<file path="src/rtl/mtsp_of_pkg.sv">
// Shared definitions for the Meitner operand-fetch phase-N stage: unit
// instruction field positions, stage states and the per-pair GPR read request.
package mtsp_of_pkg;

  localparam int GPR_AW = 7;
  localparam logic [31:0] NOP = 32'hFFFF_FFFF;

  localparam int F_NEN     = 31;
  localparam int F_NALU    = 30;
  localparam int F_MO_LO   = 28;
  localparam int F_SIB_LO  = 26;
  localparam int F_DEST_LO = 21;
  localparam int F_SRC_LO  = 16;

  typedef enum logic [1:0] {IDLE, BUSY, LAST} state_t;

  typedef struct packed {
    logic              nen;
    logic [GPR_AW-1:0] addr;
  } pair_req_t;

  // A pair reads a GPR unless both halves are disabled. The sub instruction's
  // source wins; a disabled sub falls back to the main instruction, where a
  // memory-op main (MO=11) reads the register after its SRC.
  function automatic pair_req_t pair_req(
    input logic       m_nen,
    input logic [1:0] m_mo,
    input logic [4:0] m_dest,
    input logic [4:0] m_src,
    input logic       s_nen,
    input logic       s_nalu,
    input logic [1:0] s_sib,
    input logic [4:0] s_src
  );
    pair_req_t  r;
    logic [1:0] hi;
    logic [4:0] lo;
    hi = s_nalu ? 2'b00 : s_sib;
    if (!s_nen)
      lo = s_src;
    else if (&m_mo)
      lo = m_src + 5'd1;
    else
      lo = m_dest;
    r.nen  = m_nen & s_nen;
    r.addr = {hi, lo};
    return r;
  endfunction

endpackage

</file>
<file path="src/rtl/mtsp_of_req_pick.sv">
// Picks the lowest-index set bits of a request mask, one per read port,
// and reports what is left over for the next cycle.
module mtsp_of_req_pick
  import mtsp_of_pkg::*;
#(
  parameter int PAIRS    = 2,
  parameter int RD_PORTS = 1,
  parameter int IDX_W    = 1
) (
  input  logic [PAIRS-1:0]                mask,
  output logic [RD_PORTS-1:0][IDX_W-1:0]  idx,
  output logic [RD_PORTS-1:0]             vld,
  output logic [PAIRS-1:0]                rest
);

  logic [PAIRS-1:0] work;

  // Each port in turn takes the lowest remaining bit and removes it.
  always_comb begin
    work = mask;
    idx  = '0;
    vld  = '0;
    for (int k = 0; k < RD_PORTS; k++) begin
      for (int p = PAIRS - 1; p >= 0; p--) begin
        if (work[p]) begin
          idx[k] = IDX_W'(p);
          vld[k] = 1'b1;
        end
      end
      if (vld[k])
        work[idx[k]] = 1'b0;
    end
    rest = work;
  end

endmodule

</file>
<file path="src/rtl/mtsp_of_phase_n.sv">
// Operand-fetch phase-N stage: accepts a bundle, issues one GPR read per
// active main/sub pair over RD_PORTS ports (several cycles if needed) and
// presents the bundle downstream once the final batch is on the ports.
module mtsp_of_phase_n
  import mtsp_of_pkg::*;
#(
  parameter int PC_W     = 32,
  parameter int PAIRS    = 2,
  parameter int RD_PORTS = 1,
  localparam int IDX_W   = (PAIRS > 1) ? $clog2(PAIRS) : 1,
  localparam int UW      = 64 * PAIRS
) (
  input  logic                       CLK,
  input  logic                       nRST,
  input  logic                       FLUSH,
  input  logic                       IN_VALID,
  output logic                       IN_READY,
  input  logic [PC_W-1:0]            PC,
  input  logic [UW-1:0]              UINST,
  output logic                       OUT_VALID,
  input  logic                       OUT_READY,
  output logic [PC_W-1:0]            PC_OUT,
  output logic [UW-1:0]              UINST_OUT,
  output logic [RD_PORTS-1:0]        SRC_nEN,
  output logic [GPR_AW*RD_PORTS-1:0] SRC_ADDR,
  output logic [IDX_W*RD_PORTS-1:0]  SRC_PAIR
);

  state_t                        state;
  logic                          accept;
  logic [PAIRS-1:0]              pend;
  logic [PAIRS-1:0]              in_mask;
  logic [PAIRS-1:0]              pick_mask;
  logic [PAIRS-1:0]              rest;
  pair_req_t                     in_req  [PAIRS];
  logic [GPR_AW-1:0]             addr_q  [PAIRS];
  logic [RD_PORTS-1:0][IDX_W-1:0] pick_idx;
  logic [RD_PORTS-1:0]           pick_vld;
  logic [RD_PORTS-1:0]           port_nen_d;
  logic [GPR_AW*RD_PORTS-1:0]    port_addr_d;
  logic [IDX_W*RD_PORTS-1:0]     port_pair_d;

  assign IN_READY  = !FLUSH && (state == IDLE || (state == LAST && OUT_READY));
  assign accept    = IN_VALID && IN_READY;
  assign pick_mask = accept ? in_mask : pend;

  // Decode the incoming bundle into one read request per pair (pair 0 in MSBs).
  always_comb begin
    for (int p = 0; p < PAIRS; p++) begin
      in_req[p] = pair_req(
        UINST[64*(PAIRS-p)-32+F_NEN],
        UINST[64*(PAIRS-p)-32+F_MO_LO +: 2],
        UINST[64*(PAIRS-p)-32+F_DEST_LO +: 5],
        UINST[64*(PAIRS-p)-32+F_SRC_LO +: 5],
        UINST[64*(PAIRS-p)-64+F_NEN],
        UINST[64*(PAIRS-p)-64+F_NALU],
        UINST[64*(PAIRS-p)-64+F_SIB_LO +: 2],
        UINST[64*(PAIRS-p)-64+F_SRC_LO +: 5]);
      in_mask[p] = ~in_req[p].nen;
    end
  end

  mtsp_of_req_pick #(
    .PAIRS    (PAIRS),
    .RD_PORTS (RD_PORTS),
    .IDX_W    (IDX_W)
  ) u_pick (
    .mask (pick_mask),
    .idx  (pick_idx),
    .vld  (pick_vld),
    .rest (rest)
  );

  // Next port values: fresh addresses on acceptance, latched ones while draining.
  always_comb begin
    port_nen_d  = '1;
    port_addr_d = '0;
    port_pair_d = '0;
    for (int k = 0; k < RD_PORTS; k++) begin
      if (pick_vld[k]) begin
        port_nen_d[k] = 1'b0;
        port_addr_d[k*GPR_AW +: GPR_AW] = accept ? in_req[pick_idx[k]].addr
                                                 : addr_q[pick_idx[k]];
        port_pair_d[k*IDX_W +: IDX_W]   = pick_idx[k];
      end
    end
  end

  // Latch the per-pair addresses so later batches need not re-decode the bundle.
  always_ff @(posedge CLK) begin
    if (accept) begin
      for (int p = 0; p < PAIRS; p++)
        addr_q[p] <= in_req[p].addr;
    end
  end

  // Stage control: accept, drain batches in BUSY, hold in LAST until taken.
  always_ff @(posedge CLK or negedge nRST) begin
    if (!nRST) begin
      state     <= IDLE;
      pend      <= '0;
      OUT_VALID <= 1'b0;
      PC_OUT    <= '0;
      UINST_OUT <= {(2*PAIRS){NOP}};
      SRC_nEN   <= '1;
      SRC_ADDR  <= '0;
      SRC_PAIR  <= '0;
    end else if (FLUSH) begin
      state     <= IDLE;
      pend      <= '0;
      OUT_VALID <= 1'b0;
      PC_OUT    <= '0;
      UINST_OUT <= {(2*PAIRS){NOP}};
      SRC_nEN   <= '1;
      SRC_ADDR  <= '0;
      SRC_PAIR  <= '0;
    end else if (accept) begin
      PC_OUT    <= PC;
      UINST_OUT <= UINST;
      SRC_nEN   <= port_nen_d;
      SRC_ADDR  <= port_addr_d;
      SRC_PAIR  <= port_pair_d;
      pend      <= rest;
      state     <= (rest == '0) ? LAST : BUSY;
      OUT_VALID <= (rest == '0);
    end else begin
      case (state)
        BUSY: begin
          SRC_nEN  <= port_nen_d;
          SRC_ADDR <= port_addr_d;
          SRC_PAIR <= port_pair_d;
          pend     <= rest;
          if (rest == '0) begin
            state     <= LAST;
            OUT_VALID <= 1'b1;
          end
        end
        LAST: begin
          if (OUT_READY) begin
            state     <= IDLE;
            OUT_VALID <= 1'b0;
            SRC_nEN   <= '1;
            SRC_ADDR  <= '0;
            SRC_PAIR  <= '0;
          end
        end
        default: ;
      endcase
    end
  end

endmodule
</file>
<file path="config.mk">
export PLATFORM = sky130hd
export DESIGN_NAME = mtsp_of_phase_n
export DESIGN_NICKNAME = d
export VERILOG_FILES = /design/src/rtl/mtsp_of_pkg.sv /design/src/rtl/mtsp_of_req_pick.sv /design/src/rtl/mtsp_of_phase_n.sv
export SDC_FILE = /design/constraint.sdc
export NUM_CORES = 1
export LEC_CHECK = 0
export ABC_AREA = 0
export CAP_MARGIN = 40
export CORE_ASPECT_RATIO = 1.4
export CORE_UTILIZATION = 47
export DETAILED_ROUTE_END_ITERATION = 10
export PLACE_DENSITY_LB_ADDON = 0.2
export SLEW_MARGIN = 40
export SYNTH_ARGS = -nofsm -noshare
export SYNTH_HDL_FRONTEND = slang
export SYNTH_HIERARCHICAL = 1
export SYNTH_SLANG_ARGS = --single-unit
</file>
<file path="constraint.sdc">
create_clock -name CLK -period 5 [get_ports CLK]
set_clock_uncertainty 0.15 [all_clocks]
set_input_delay 0.5 -clock CLK [delete_from_list [all_inputs] [get_ports CLK]]
set_output_delay 0.5 -clock CLK [all_outputs]
set_load 0.005 [all_outputs]
</file>
Word level (Yosys, flattened, before mapping)
Memories as Yosys holds them, arrays and structs flattened.
Cells that the tools add are included.

storage, ports and cells
  memory bits (writable) = 14
  flip-flop bits (word level) = 174
  memories kept = 1

cells by class
  muxes and demuxes = 51
  bitwise operators = 7
  eq/ne operators = 4
  add/sub/neg operators = 2
  order comparisons = 3
  reductions and logical operators = 15

memory list
  memory  words  width  read ports  clocked after Yosys merged registers in  wr ports  RTL line               RTL
  addr_q  2      7      1           0                                        2         mtsp_of_phase_n.sv:36  logic [GPR_AW-1:0] addr_q [PAIRS];

operators by type and width
  cell                                                        number
  2-to-1 mux 128 bit                                          2
  2-to-1 mux 32 bit                                           2
  2-to-1 mux 7 bit                                            8
  2-to-1 mux 2 bit                                            12
  2-to-1 mux 5 bit                                            4
  2-to-1 mux 1 bit                                            17
  case mux 7 bit (2 select lines)                             1
  adder 5 x 1 -> 5 bit, second input constant                 2
  inequality test 4 bit, second input constant                2
  case mux 1 bit (2 select lines)                             3
  AND reduction 2 bit                                         3
  logical AND 1 bit                                           4
  zero test 2 bit                                             2
  case mux 2 bit (2 select lines)                             1
  nonzero test 4 bit                                          1
  AND reduction 3 bit                                         1
  nonzero test 3 bit                                          1
  bitwise AND 1 bit                                           2
  bitwise AND 2 bit                                           1
  == test 2 x 1 -> 1 bit, second input constant               1
  == test 2 bit, second input constant                        1
  >= comparator 2 bit, second input constant                  1
  less-than comparator 1 x 2 -> 1 bit, second input constant  1
  inverter 1 bit                                              2
  other kinds (7)                                             7

Logic depth before layout (Yosys ltp)
Gate-level depths: netlist of the first run.

  word-level depth = 20
  gate-level depth with buffers = 14

By module
The synthesis of the first run kept the hierarchy.

by module, submodules not included
  module            times used  area each (sq um)  cells an instance
  mtsp_of_phase_n   1           8393.0             853
  mtsp_of_req_pick  1           33.8               5

Least setup slack after synthesis of the first run
OpenSTA, ideal clock, no wires.

  kind = flip-flop to flip-flop
  start point = register OUT_VALID (netlist name)
  end point = register SRC_ADDR[5]
  cell stages (with the launch flop) = 12
  path buffers = 3
  slack = 2.119 ns
  clock period less this slack = 2.881 ns
  data arrival time = 2.610 ns
  setup time = 0.121 ns
  cells stage by stage = dfrtp_1 ha_1 a21o_4 nand3b_4 inv_4 buf_4 buf_2 a31oi_1 and2b_2 buf_2 mux4_2 a22o_1

RTL lines
  item                  RTL line                RTL
  end signal, assigned  mtsp_of_phase_n.sv:121  SRC_ADDR <= port_addr_d;
  end signal, assigned  mtsp_of_phase_n.sv:130  SRC_ADDR <= port_addr_d;
  end, declared         mtsp_of_phase_n.sv:25   output logic [GPR_AW*RD_PORTS-1:0] SRC_ADDR,

Worst setup path in the final report of the first run
  start point = input port FLUSH
  end point = output port IN_READY

between the ends
  cells in the longest elaborated chain, start to end = 2

ends and longest elaborated chain
  item               RTL line               RTL
  start, declared    mtsp_of_phase_n.sv:15  input logic FLUSH,
  zero test 1 bit    mtsp_of_phase_n.sv:43  assign IN_READY = !FLUSH && (state == IDLE || (state == LAST && OUT_READY));
  logical AND 1 bit  mtsp_of_phase_n.sv:43
  end, declared      mtsp_of_phase_n.sv:17  output logic IN_READY,

Every way passes these cells.

==> results.md, run 1 <==
| Item | This run |
|---|---|
| Most used DFF post-synth | sky130_fd_sc_hd__dfstp_2 |
| Status | finished, violations left |
| Crit path kind | in -> out |
| Chain of cells forming the critical path | buf_4 -> buf_4 -> buf_4 -> nor2_1 -> clkdlybuf4s50_1 |
| Top cell by count, worst path | sky130_fd_sc_hd__buf_4 |
| Number of buffers inserted during clock tree synthesis | 17 |
| Max-slew violation total from the final report | 0 |
| Height of the die | 160 um |
| Sw frac | 0.286 |
| Count of inserted antenna diode cells | 0 |
| EDFF count, synth | 14 |
| I/O pins | 336 |
| Ratio of routed vias to standard cells | 5.09 |
| Maximum number of pins on one net before global-route repair | 103 |
| Resized cells post-CTS | 0 |
| Overall power consumption | 4.93 mW |
| Layout Nets | 1331 |
| Count of buffers added by post-CTS timing repair for setup | 0 |
| Initial Utilization | 0.482 |
| PnR worst setup slack | 1860 ps |
| Post-Syn Instances | 858 |
| Clock root buffer | sky130_fd_sc_hd__clkbuf_16 |
| Routed length on met2 | 12000 um |
| Most repeated cell in the gate-level netlist after synthesis | sky130_fd_sc_hd__nand2_1 |
| Sum of overflow across all layers after global routing | 0 |
| Tightest hold margin | -0.417 ps |
| Synth cell count leaders | sky130_fd_sc_hd__nand2_1 (327), sky130_fd_sc_hd__dfstp_2 (129), sky130_fd_sc_hd__nand3b_1 (119) |
| Filler cell count in the final layout | 1369 |
| Total via count after detailed routing | 7173 |
| Final design area excluding fillers | 0.0124 mm2 |
| Yosys synthesis warning count | 6 |
| Maximum capacitance violations | 0 |
| Design internal power | 3.52 mW |
| Cell with the biggest individual delay on the critical path | sky130_fd_sc_hd__buf_4 |
| Via count of the first global-routing pass | 7354 |
| Static Leak | 5.27 nW |
| Peak fanout along the critical path | 93 |
| Min-Delay Path Class | in -> async |
| Post-CTS clock slew at the launch and capture registers of the worst setup and hold paths | 70 ps |
| Overall Global Routing Usage | 0.263 |
| Power density cells | 396 mW/mm2 |
| Synth async-reset ratio | 0.925 |
| HPWL Detailed | 16200 um |
| Initial antenna violation count | 0 |
| Number of different library cells in the post-synthesis netlist | 48 |
| WP data arrival | 2490 ps |
| Highest ir drop seen on vdd | 0.270 mV |
| Transition time of the tightest slew-check pin | 802 ps |
| Uppermost routed layer | met4 |
| DRT antenna net count | 0 |
| Number of hold violations in the final report | 2 |
| Number of cell rows | 57 |
| Cell count after placement | 1377 |
| Cell area after placement | 0.0118 mm2 |
| Total Negative Setup Slacks | 0 ps |
| Post-synth top area share | 0.402 |
| H-tree Lvls | 4 |
| WP data required | 4350 ps |
| Number of synthesized register bits | 187 |
| Unrepaired setup endpoints after global routing | false |
| Die extent in x | 115 um |
| Leading cell types by total area after synthesis | sky130_fd_sc_hd__dfstp_2 (40%), sky130_fd_sc_hd__nand2_1 (15%), sky130_fd_sc_hd__dfrtp_1 (13%) |
| Pre-CTS WS | 1680 ps |
| Routability congestion estimate from global placement | 0.797 |
| Number of port buffers | 335 |
| Post-CTS Hold Fix Bufs | 0 |
| Max Fclk | 0.319 GHz |
| Met3 Wirelength | 1820 um |
| Syn Area/Cell | 9.82 um2 |
| Logic gate share of total power | 0.306 |
| Cell area after synthesis | 0.00843 mm2 |
| Final design utilization | 0.712 |
| Sequential fraction of design power | 0.426 |
| Clock network fraction of total power | 0.268 |
| Net switching power | 1.41 mW |
| Router iterations before antenna repair | 5 |
| Area growth from synthesis to layout | 47.7% |
| Violated checks | hold timing |
| Ratio of cells with drive above 1 in the final layout | 0.162 |
| Total wire length | 23600 um |
| DRC violation total after the first TritonRoute iteration | 460 |
| Kind of end point of the critical path | output pin |
| Final cell count without fillers | 1410 |
| Area of the die | 0.0185 mm2 |
| Number of buffers between clock root and the deepest sink | 2 |
| Final critical path time including I/O delays and setup | 3140 ps |
| Synthesized net count | 1028 |
| Clock Latency Late Sink | 420 ps |
| Share of the cycle needed by the critical path after routing | 0.628 |
| Largest area contributor in the netlist | sky130_fd_sc_hd__dfstp_2 |
| Metal-1 WL | 8950 um |
| Sort of element at the start of the critical path | primary input |
| Largest stage delay, worst path | 730 ps |
| Area of the placeable core | 0.0175 mm2 |
| CTS sink cnt | 187 |
| Worst slew margin | 0.466 |
| First-pass GRT wire length | 37600 um |
| Count of endpoints failing setup in the final report | 0 |
| Routed wirelength normalized by instance count | 16.7 um |
| Proportion of synthesized chip area in sequential cells | 0.583 |
| TritonCTS clock tree | yes |
| # DRC | 0 |
-- power groups by stage --
stage	Combinational, mW	Sequential (mW)	Clock [mW]
floorplan	0.641	2.13	0
global placement	1.49	2.11	0
detailed placement	1.51	2.12	0
CTS	1.52	2.11	1.36
global route	1.66	2.14	1.42
finish	1.51	2.10	1.32
-- logic make-up after synthesis --
logic type,Yosys count,share of synthesized area
AOI/OAI and AO/OA,104,0.0754
adders and majority gates,5,0.00742
other,1,0.000445
xor gates and xnor gates,2,0.00208
DFF,187,0.583
buffers and inverters,72,0.0407
and+or+nand+nor,476,0.275
muxes,11,0.0166
-- layout by cell type, fill, tap and decap left out, types with 3 or more instances in the layout --
master / n
sky130_fd_sc_hd__nand2_1: 327
sky130_fd_sc_hd__o22ai_1: 7
sky130_fd_sc_hd__edfxtp_1: 14
sky130_fd_sc_hd__clkinv_4: 3
sky130_fd_sc_hd__a22o_1: 4
sky130_fd_sc_hd__mux2_2: 4
sky130_fd_sc_hd__buf_4: 8
sky130_fd_sc_hd__a21oi_1: 19
sky130_fd_sc_hd__clkinvlp_4: 3
sky130_fd_sc_hd__a31o_2: 4
sky130_fd_sc_hd__inv_1: 11
sky130_fd_sc_hd__mux2i_1: 5
sky130_fd_sc_hd__nand4_1: 4
sky130_fd_sc_hd__o21ai_0: 55
sky130_fd_sc_hd__clkbuf_16: 17
sky130_fd_sc_hd__nand3b_1: 119
sky130_fd_sc_hd__nor2b_1: 4
sky130_fd_sc_hd__dfrtp_1: 44
sky130_fd_sc_hd__inv_6: 3
sky130_fd_sc_hd__dfstp_2: 129
sky130_fd_sc_hd__ha_1: 5
sky130_fd_sc_hd__nor2_1: 10
sky130_fd_sc_hd__clkdlybuf4s50_1: 333
-- metal layers --
metal  vias up  track usage
met5         -            0
met4         0        0.109
met3        46       0.0823
met2       262        0.449
met1      3432        0.302
li1       3433            -
-- worst max-delay path: cells and delay by family --
family	cells	cell delay, ps
buf+inv	4	1820
simple gates	1	100
-- worst paths after layout --
kind / slack, ps / startpoint / depth (start not counted) / endpoint
max: 1860 / FLUSH / 5 / IN_READY
min: -0.4 / nRST / 1 / PC_OUT[30]
max reg2reg: 1950 / OUT_VALID / 8 / SRC_ADDR[1]
min reg2reg: 310 / SRC_nEN / 2 / SRC_nEN
max in group asynchronous: 3610 / nRST / 2 / UINST_OUT[126]
min in group CLK: 310 / SRC_nEN / 2 / SRC_nEN
-- sequential cells by signal (all words and copies together), names as in the netlist --
register	count
state	1
SRC_nEN	1
OUT_VALID	1
PC_OUT	32
UINST_OUT	128
addr_q	14
SRC_PAIR	1
pend	2
SRC_ADDR	7
-- cell type report --
| type | count | area [um2] | area share |
|---|---|---|---|
| Multi-Input combinational cell | 599 | 3170 | 0.255 |
| Inverter | 12 | 50.0 | 0.00402 |
| Tap cell | 236 | 295 | 0.0237 |
| Timing Repair Buffer | 344 | 3440 | 0.276 |
| Sequential cell | 187 | 4910 | 0.395 |
| Clock buffer | 19 | 433 | 0.0348 |
| Clock inverter | 13 | 143 | 0.0115 |
No activity file was read; power rests on OpenSTA's default activity.
==> run 2: changes to the inputs <==
- CORE_UTILIZATION: 47 -> 40
- clock period: 5 -> 2.77 ns (I/O delays scaled with it)
==> run 2 against run 1 <==
Effect of this change:
- the flow now finishes without violations
- final area rose by 1.3%
- first-iteration DRC count decreased by 13%
- routed wire length up 3.9%
- critical path type is now reg -> reg
- critical endpoint is now SRC_ADDR[6]
- largest cell class unchanged
- highest routed layer unchanged
==> results.md, run 2 (same netlist as run 1, synthesis figures left out) <==
| Item | This run | Delta |
|---|---|---|
| Status | finished clean |  |
| Hold path startpoint | UINST[92] |  |
| DRC violation total after the first TritonRoute iteration | 399 | -13% |
| Sequential cell area | 0.00491 mm2 | about the same |
| Ratio of cells with drive above 1 in the final layout | 0.172 | +0.0106 |
| Power density cells | 718 mW/mm2 | +81% |
| Area of the placeable core | 0.0206 mm2 | +18% |
| Total wire length | 24500 um | +3.9% |
| Global Route met1 Usage | 0.269 | -0.0332 |
| Final critical path time including I/O delays and setup | 2580 ps |  |
| Chain of cells forming the critical path | inv_2 -> ha_2 -> a21o_4 -> nand3b_4 -> inv_6 -> nor2_1 -> a31oi_1 -> and2b_2 -> mux4_2 -> a22o_1 |  |
| Worst R2R End | SRC_ADDR[6] |  |
| Count of inserted antenna diode cells | 0 | unchanged |
| Leading cell types in the layout, fill and taps excluded | sky130_fd_sc_hd__clkdlybuf4s50_1 (333), sky130_fd_sc_hd__nand2_1 (327), sky130_fd_sc_hd__dfstp_2 (129), sky130_fd_sc_hd__nand3b_1 (119), sky130_fd_sc_hd__o21ai_0 (55) |  |
| Number of port buffers | 335 | unchanged |
| Clock root buffer | sky130_fd_sc_hd__clkbuf_16 |  |
| Router iterations before antenna repair | 4 | -1 |
| Filler cell count in the final layout | 1720 | +26% |
| Final design area excluding fillers | 0.0126 mm2 | +1.3% |
| Share of the cycle needed by the critical path after routing | 0.933 |  |
| Transition time of the tightest slew-check pin | 758 ps | -43.4 ps |
| Number of cell rows | 62 | +8.8% |
| DRT antenna net count | 0 | unchanged |
| Total via count after detailed routing | 7200 | +0.38% |
| Worst R2R Setup Slack | 190 ps | -1760 ps |
| Kind of end point of the critical path | flop |  |
| Area growth from synthesis to layout | 49.6% |  |
| Area of the die | 0.0217 mm2 | +17% |
| Initial Utilization | 0.410 | -0.0724 |
| Reg-to-Reg Start | OUT_VALID |  |
| Reg2reg path depth | 10 | +2 |
| Overall Global Routing Usage | 0.225 | -0.0378 |
| Number of buffers inserted during clock tree synthesis | 17 | unchanged |
| Routed wirelength normalized by instance count | 17.0 um | +1.8% |
| Cell with the biggest individual delay on the critical path | sky130_fd_sc_hd__mux4_2 |  |
| First-pass GRT wire length | 38800 um | +3.3% |
| Tightest hold margin | 187 ps | +187 ps |
| Worst hold stages | 3 |  |
| Sort of element at the start of the critical path | flop |  |
| Worst slew margin | 0.495 | +0.0289 |
| WP data arrival | 2740 ps | +250 ps |
| Height of the die | 174 um | +8.3% |
| Layout Nets | 1340 | +0.68% |
| Global routing usage on met2 | 0.393 | -0.0553 |
| Min-Delay Path Class | in -> reg |  |
| Maximum number of pins on one net before global-route repair | 169 | +64% |
| Most congested layer reported by global routing | met2 |  |
| Sum of overflow across all layers after global routing | 0 | unchanged |
| Count of endpoints failing setup in the final report | 0 | unchanged |
| Regs by FF count | UINST_OUT x128, PC_OUT x32, addr_q x14 |  |
| Max-slew violation total from the final report | 0 | unchanged |
| Static Leak | 5.34 nW | +1.4% |
| Hold-critical path endpoint | UINST_OUT[92] |  |
| Cell area after placement | 0.0120 mm2 | +1.0% |
| Largest stage delay, worst path | 520 ps | -210 ps |
| HPWL Detailed | 16500 um | +1.5% |
| Post-CTS clock slew at the launch and capture registers of the worst setup and hold paths | 80 ps | about the same |
| Max Fclk | 0.387 GHz |  |
| Cell count after placement | 1404 | +2.0% |
| Number of hold violations in the final report | 0 | -2 |
| Most common cell after layout, fill and taps aside | sky130_fd_sc_hd__clkdlybuf4s50_1 |  |
| CTS sink cnt | 187 | unchanged |
| I/O pins | 336 | unchanged |
| Number of buffers between clock root and the deepest sink | 2 | unchanged |
| TritonCTS clock tree | yes |  |
| Via count of the first global-routing pass | 7367 | +0.18% |
| Overall power consumption | 9.06 mW | +84% |
| PnR worst setup slack | 187 ps | -1670 ps |
| Initial antenna violation count | 0 | unchanged |
| Highest ir drop seen on vdd | 0.448 mV | +66% |
| Crit path kind | reg -> reg |  |
| # DRC | 0 | unchanged |
| Clock Latency Late Sink | 420 ps | about the same |
| Maximum capacitance violations | 0 | unchanged |
| Multi-input logic area | 0.00319 mm2 | +0.47% |
| Final cell count without fillers | 1439 | +2.1% |
| Routability congestion estimate from global placement | 0.763 | -4.3% |
| Top register by number of flip-flops | UINST_OUT |  |
| Die extent in x | 125 um | +8.3% |
| Ratio of routed vias to standard cells | 5.00 | -1.6% |
| H-tree Lvls | 4 | unchanged |
| Global routing met3 resource utilization | 0.0571 | -0.0252 |
| Peak fanout along the critical path | 10 | -89% |
| Pre-CTS WS | 46.4 ps | -1640 ps |
| WP data required | 2920 ps | -1430 ps |
| Max FFs per register | 128 | unchanged |
run 2: metrics by stage:
stage	util	setup TNS (ps)
6_report	0.613	0
5_1_grt	0.613	-6.11
4_1_cts	0.612	0
3_5_place_dp	0.582	0
3_3_place_gp	0.582	0
2_1_floorplan	-	0
run 2: cell type report:
class	instances	share of cell area
flip-flops and latches	187	0.390
repair buffers	353	0.281
multi-input cells	599	0.253
clock buffers	20	0.0371
well taps	256	0.0254
clock inverters	12	0.0101
inverters	12	0.00397
run 2: per-layer routing:
layer / wire [um] / share of wire
met1: 10000 / 0.41
met3: 1400 / 0.057
met5: 0 / 0
met4: 449 / 0.018
met2: 12600 / 0.52
run 2: repair_timing:
| item | in CTS | in global routing |
|---|---|---|
| hold endpoints to repair | 22 | 0 |
| endpoints found under the setup margin | 0 | 6 |
| hold buffers | 1 | 0 |
| setup buffers | 0 | 2 |
| resized for setup | 0 | 5 |
run 2: worst max-delay path: cells and delay by family (launching register included):
family | cells | cell delay, ps
compound gates | 3 | 530
mux | 1 | 520
simple gates | 3 | 440
flops | 1 | 440
fa+ha+maj | 1 | 200
buf+inv | 2 | 190
run 2: worst max path at each step:
stage	from	end	slack, ps	cells after the start
global route	OUT_VALID	SRC_ADDR[6]	-6	10
CTS	state[0]	SRC_ADDR[3]	120	12
finish	OUT_VALID	SRC_ADDR[6]	190	10
floorplan	OUT_VALID	SRC_ADDR[5]	9	11
detailed placement	OUT_READY	SRC_ADDR[4]	50	11
global placement	OUT_READY	SRC_ADDR[3]	110	11
run 2: report_power, final:
part	internal, mW	switching, mW	leakage (nW)
Sequential	3.53	0.269	2.08
Clock	1.35	1.11	0.296
Combinational	1.53	1.27	2.97
==> run 3: changes to the inputs <==
==> constraint.sdc (replaced) <==
create_clock -name CLK -period 2.77 [get_ports CLK]
set_clock_uncertainty 0.15 [all_clocks]
set_input_delay 0.6925 -clock CLK [delete_from_list [all_inputs] [get_ports CLK]]
set_output_delay 0.6925 -clock CLK [all_outputs]
set_load 0.005 [all_outputs]
==> run 3 against run 2 <==
Effect of this change:
- die area unchanged
- via count decreased by 0.40%
- critical path type unchanged
- final area increased by 0.62%
- core utilization increased by 0.38 points
- routed wire length increased by 0.76%
- register-to-register slack got worse by 40 ps
- cell count increased by 0.63%
==> results.md, run 3 (same netlist as run 1, synthesis figures left out) <==
| Item | This run | Delta |
|---|---|---|
| Status | finished clean |  |
| Max Fclk | 0.381 GHz | -1.5% |
| First-pass GRT wire length | 39700 um | +2.1% |
| Sort of element at the start of the critical path | flop |  |
| Ratio of cells with drive above 1 in the final layout | 0.175 | +0.00304 |
| Min-Delay Path Class | in -> async |  |
| Worst R2R Setup Slack | 150 ps | -40 ps |
| Area of the placeable core | 0.0206 mm2 | unchanged |
| Routability congestion estimate from global placement | 0.800 | +4.8% |
| Pre-CTS WS | -293 ps | -340 ps |
| Maximum number of pins on one net before global-route repair | 95 | -44% |
| Count of endpoints failing setup in the final report | 0 | unchanged |
| Largest stage delay, worst path | 520 ps | about the same |
| Leading cell types in the layout, fill and taps excluded | sky130_fd_sc_hd__clkdlybuf4s50_1 (332), sky130_fd_sc_hd__nand2_1 (327), sky130_fd_sc_hd__dfstp_2 (129), sky130_fd_sc_hd__nand3b_1 (119), sky130_fd_sc_hd__o21ai_0 (55) |  |
| Share of the cycle needed by the critical path after routing | 0.946 | +0.0139 |
| Post-CTS clock slew at the launch and capture registers of the worst setup and hold paths | 70 ps | about the same |
| Top register by number of flip-flops | UINST_OUT |  |
| Ratio of routed vias to standard cells | 4.95 | -1.0% |
| Total via count after detailed routing | 7171 | -0.40% |
| Area growth from synthesis to layout | 50.5% |  |
| Area of the die | 0.0217 mm2 | unchanged |
| Max FFs per register | 128 | unchanged |
| # DRC | 0 | unchanged |
| Worst slew margin | 0.460 | -0.0341 |
| Filler cell count in the final layout | 1754 | +2.0% |
| Most common cell after layout, fill and taps aside | sky130_fd_sc_hd__clkdlybuf4s50_1 |  |
| Post-CTS Hold Fix Bufs | 0 | -1 |
| Number of cell rows | 62 | unchanged |
| Count of buffers added by post-CTS timing repair for setup | 0 | unchanged |
| Overall Global Routing Usage | 0.232 | +0.00685 |
| Number of port buffers | 335 | unchanged |
| Final critical path time including I/O delays and setup | 2620 ps | +38.6 ps |
| Sum of overflow across all layers after global routing | 0 | unchanged |
| Clock root buffer | sky130_fd_sc_hd__clkbuf_16 |  |
| Number of buffers between clock root and the deepest sink | 2 | unchanged |
| Max-slew violation total from the final report | 0 | unchanged |
| CTS sink cnt | 187 | unchanged |
| Via count of the first global-routing pass | 7432 | +0.88% |
| Number of buffers inserted during clock tree synthesis | 17 | unchanged |
| Height of the die | 174 um | unchanged |
| Static Leak | 5.40 nW | +1.1% |
| Crit path kind | reg -> reg |  |
| Cell with the biggest individual delay on the critical path | sky130_fd_sc_hd__mux4_2 |  |
| HPWL Detailed | 16900 um | +2.4% |
| DRC violation total after the first TritonRoute iteration | 405 | +1.5% |
| Reg2reg path depth | 10 | unchanged |
| Transition time of the tightest slew-check pin | 809 ps | +51.2 ps |
| I/O pins | 336 | unchanged |
| Overall power consumption | 9.23 mW | +1.9% |
| Power density cells | 728 mW/mm2 | +1.3% |
| Number of hold violations in the final report | 0 | unchanged |
| Final design utilization | 0.617 | +0.00377 |
| Kind of end point of the critical path | flop |  |
| Routed wirelength normalized by instance count | 17.0 um | +0.13% |
| Initial Utilization | 0.410 | unchanged |
| Total wire length | 24700 um | +0.76% |
| WP data arrival | 2790 ps | +50 ps |
| Worst R2R End | SRC_ADDR[6] |  |
| Clock Latency Late Sink | 430 ps | about the same |
| Regs by FF count | UINST_OUT x128, PC_OUT x32, addr_q x14 |  |
| Highest ir drop seen on vdd | 0.428 mV | -4.4% |
| Reg-to-Reg Start | state[0] |  |
| CP delay by family, top | compound AO/OA/AOI/OAI gates |  |
| Chain of cells forming the critical path | inv_1 -> ha_2 -> a21o_4 -> nand3b_4 -> inv_6 -> nor2_1 -> a31oi_1 -> and2b_2 -> mux4_2 -> a22o_1 |  |
| Sum of buffers and inverters on the critical path | 2 | unchanged |
| DRT antenna net count | 0 | unchanged |
| H-tree Lvls | 4 | unchanged |
| Router iterations before antenna repair | 5 | +1 |
| Layout Nets | 1348 | +0.60% |
| Peak fanout along the critical path | 9 | -1 |
| WP data required | 2940 ps | +20 ps |
| TritonCTS clock tree | yes |  |
| Initial antenna violation count | 1 | +1 |
| Maximum capacitance violations | 0 | unchanged |
| Die extent in x | 125 um | unchanged |
| PnR worst setup slack | 148 ps | -38.6 ps |
| Unrepaired setup endpoints after global routing | false |  |
-- run 3: how the worst max path moves through the flow --
stage	startpoint	end	depth (start not counted)
after floorplan	OUT_READY	SRC_ADDR[5]	10
after global placement	OUT_READY	SRC_ADDR[6]	9
after detailed placement	OUT_READY	SRC_ADDR[6]	9
after CTS	state[0]	SRC_ADDR[6]	10
after global routing	state[0]	SRC_ADDR[6]	10
final	state[0]	SRC_ADDR[6]	10
-- run 3: area by class of cell --
class                      instances  area [um2]  area share
timing repair buffer             361        3570       0.282
sequential                       187        4910       0.387
tap                              256         320      0.0253
clock inverter                     7         100     0.00789
clock buffer                      25         548      0.0432
multi-input combinational        599        3180       0.250
inverter                          12        50.0     0.00395
antenna                            1        2.50    0.000197
-- run 3: routing by layer --
layer,up-vias,share of wire,GRT usage,wire length (um)
met5,-,0,0,0
met4,0,0.030,0.0974,751
met3,40,0.060,0.0623,1490
met2,230,0.49,0.388,12200
met1,3436,0.41,0.281,10200
li1,3465,-,-,-
-- run 3: timing repair --
item                       4_1_cts  5_1_grt
setup endpoints to repair        1        4
resized for setup                1        1
gates cloned                     0        0
hold endpoints to repair         0        0
-- run 3: power breakdown --
part	internal [mW]	switching, mW
clock network	1.57	1.06
registers	3.53	0.268
logic	1.54	1.27
total	6.64	2.59
-- run 3: per-stage QoR --
step,TNS [ps],area (um2),cells,hold WS (ps)
4_1_cts,0,12700,1447,106
3_5_place_dp,-2070,12000,1415,301
3_3_place_gp,-1560,12000,1415,299
6_report,0,12700,1448,103
5_1_grt,0,12700,1448,132
2_1_floorplan,0,8440,858,247
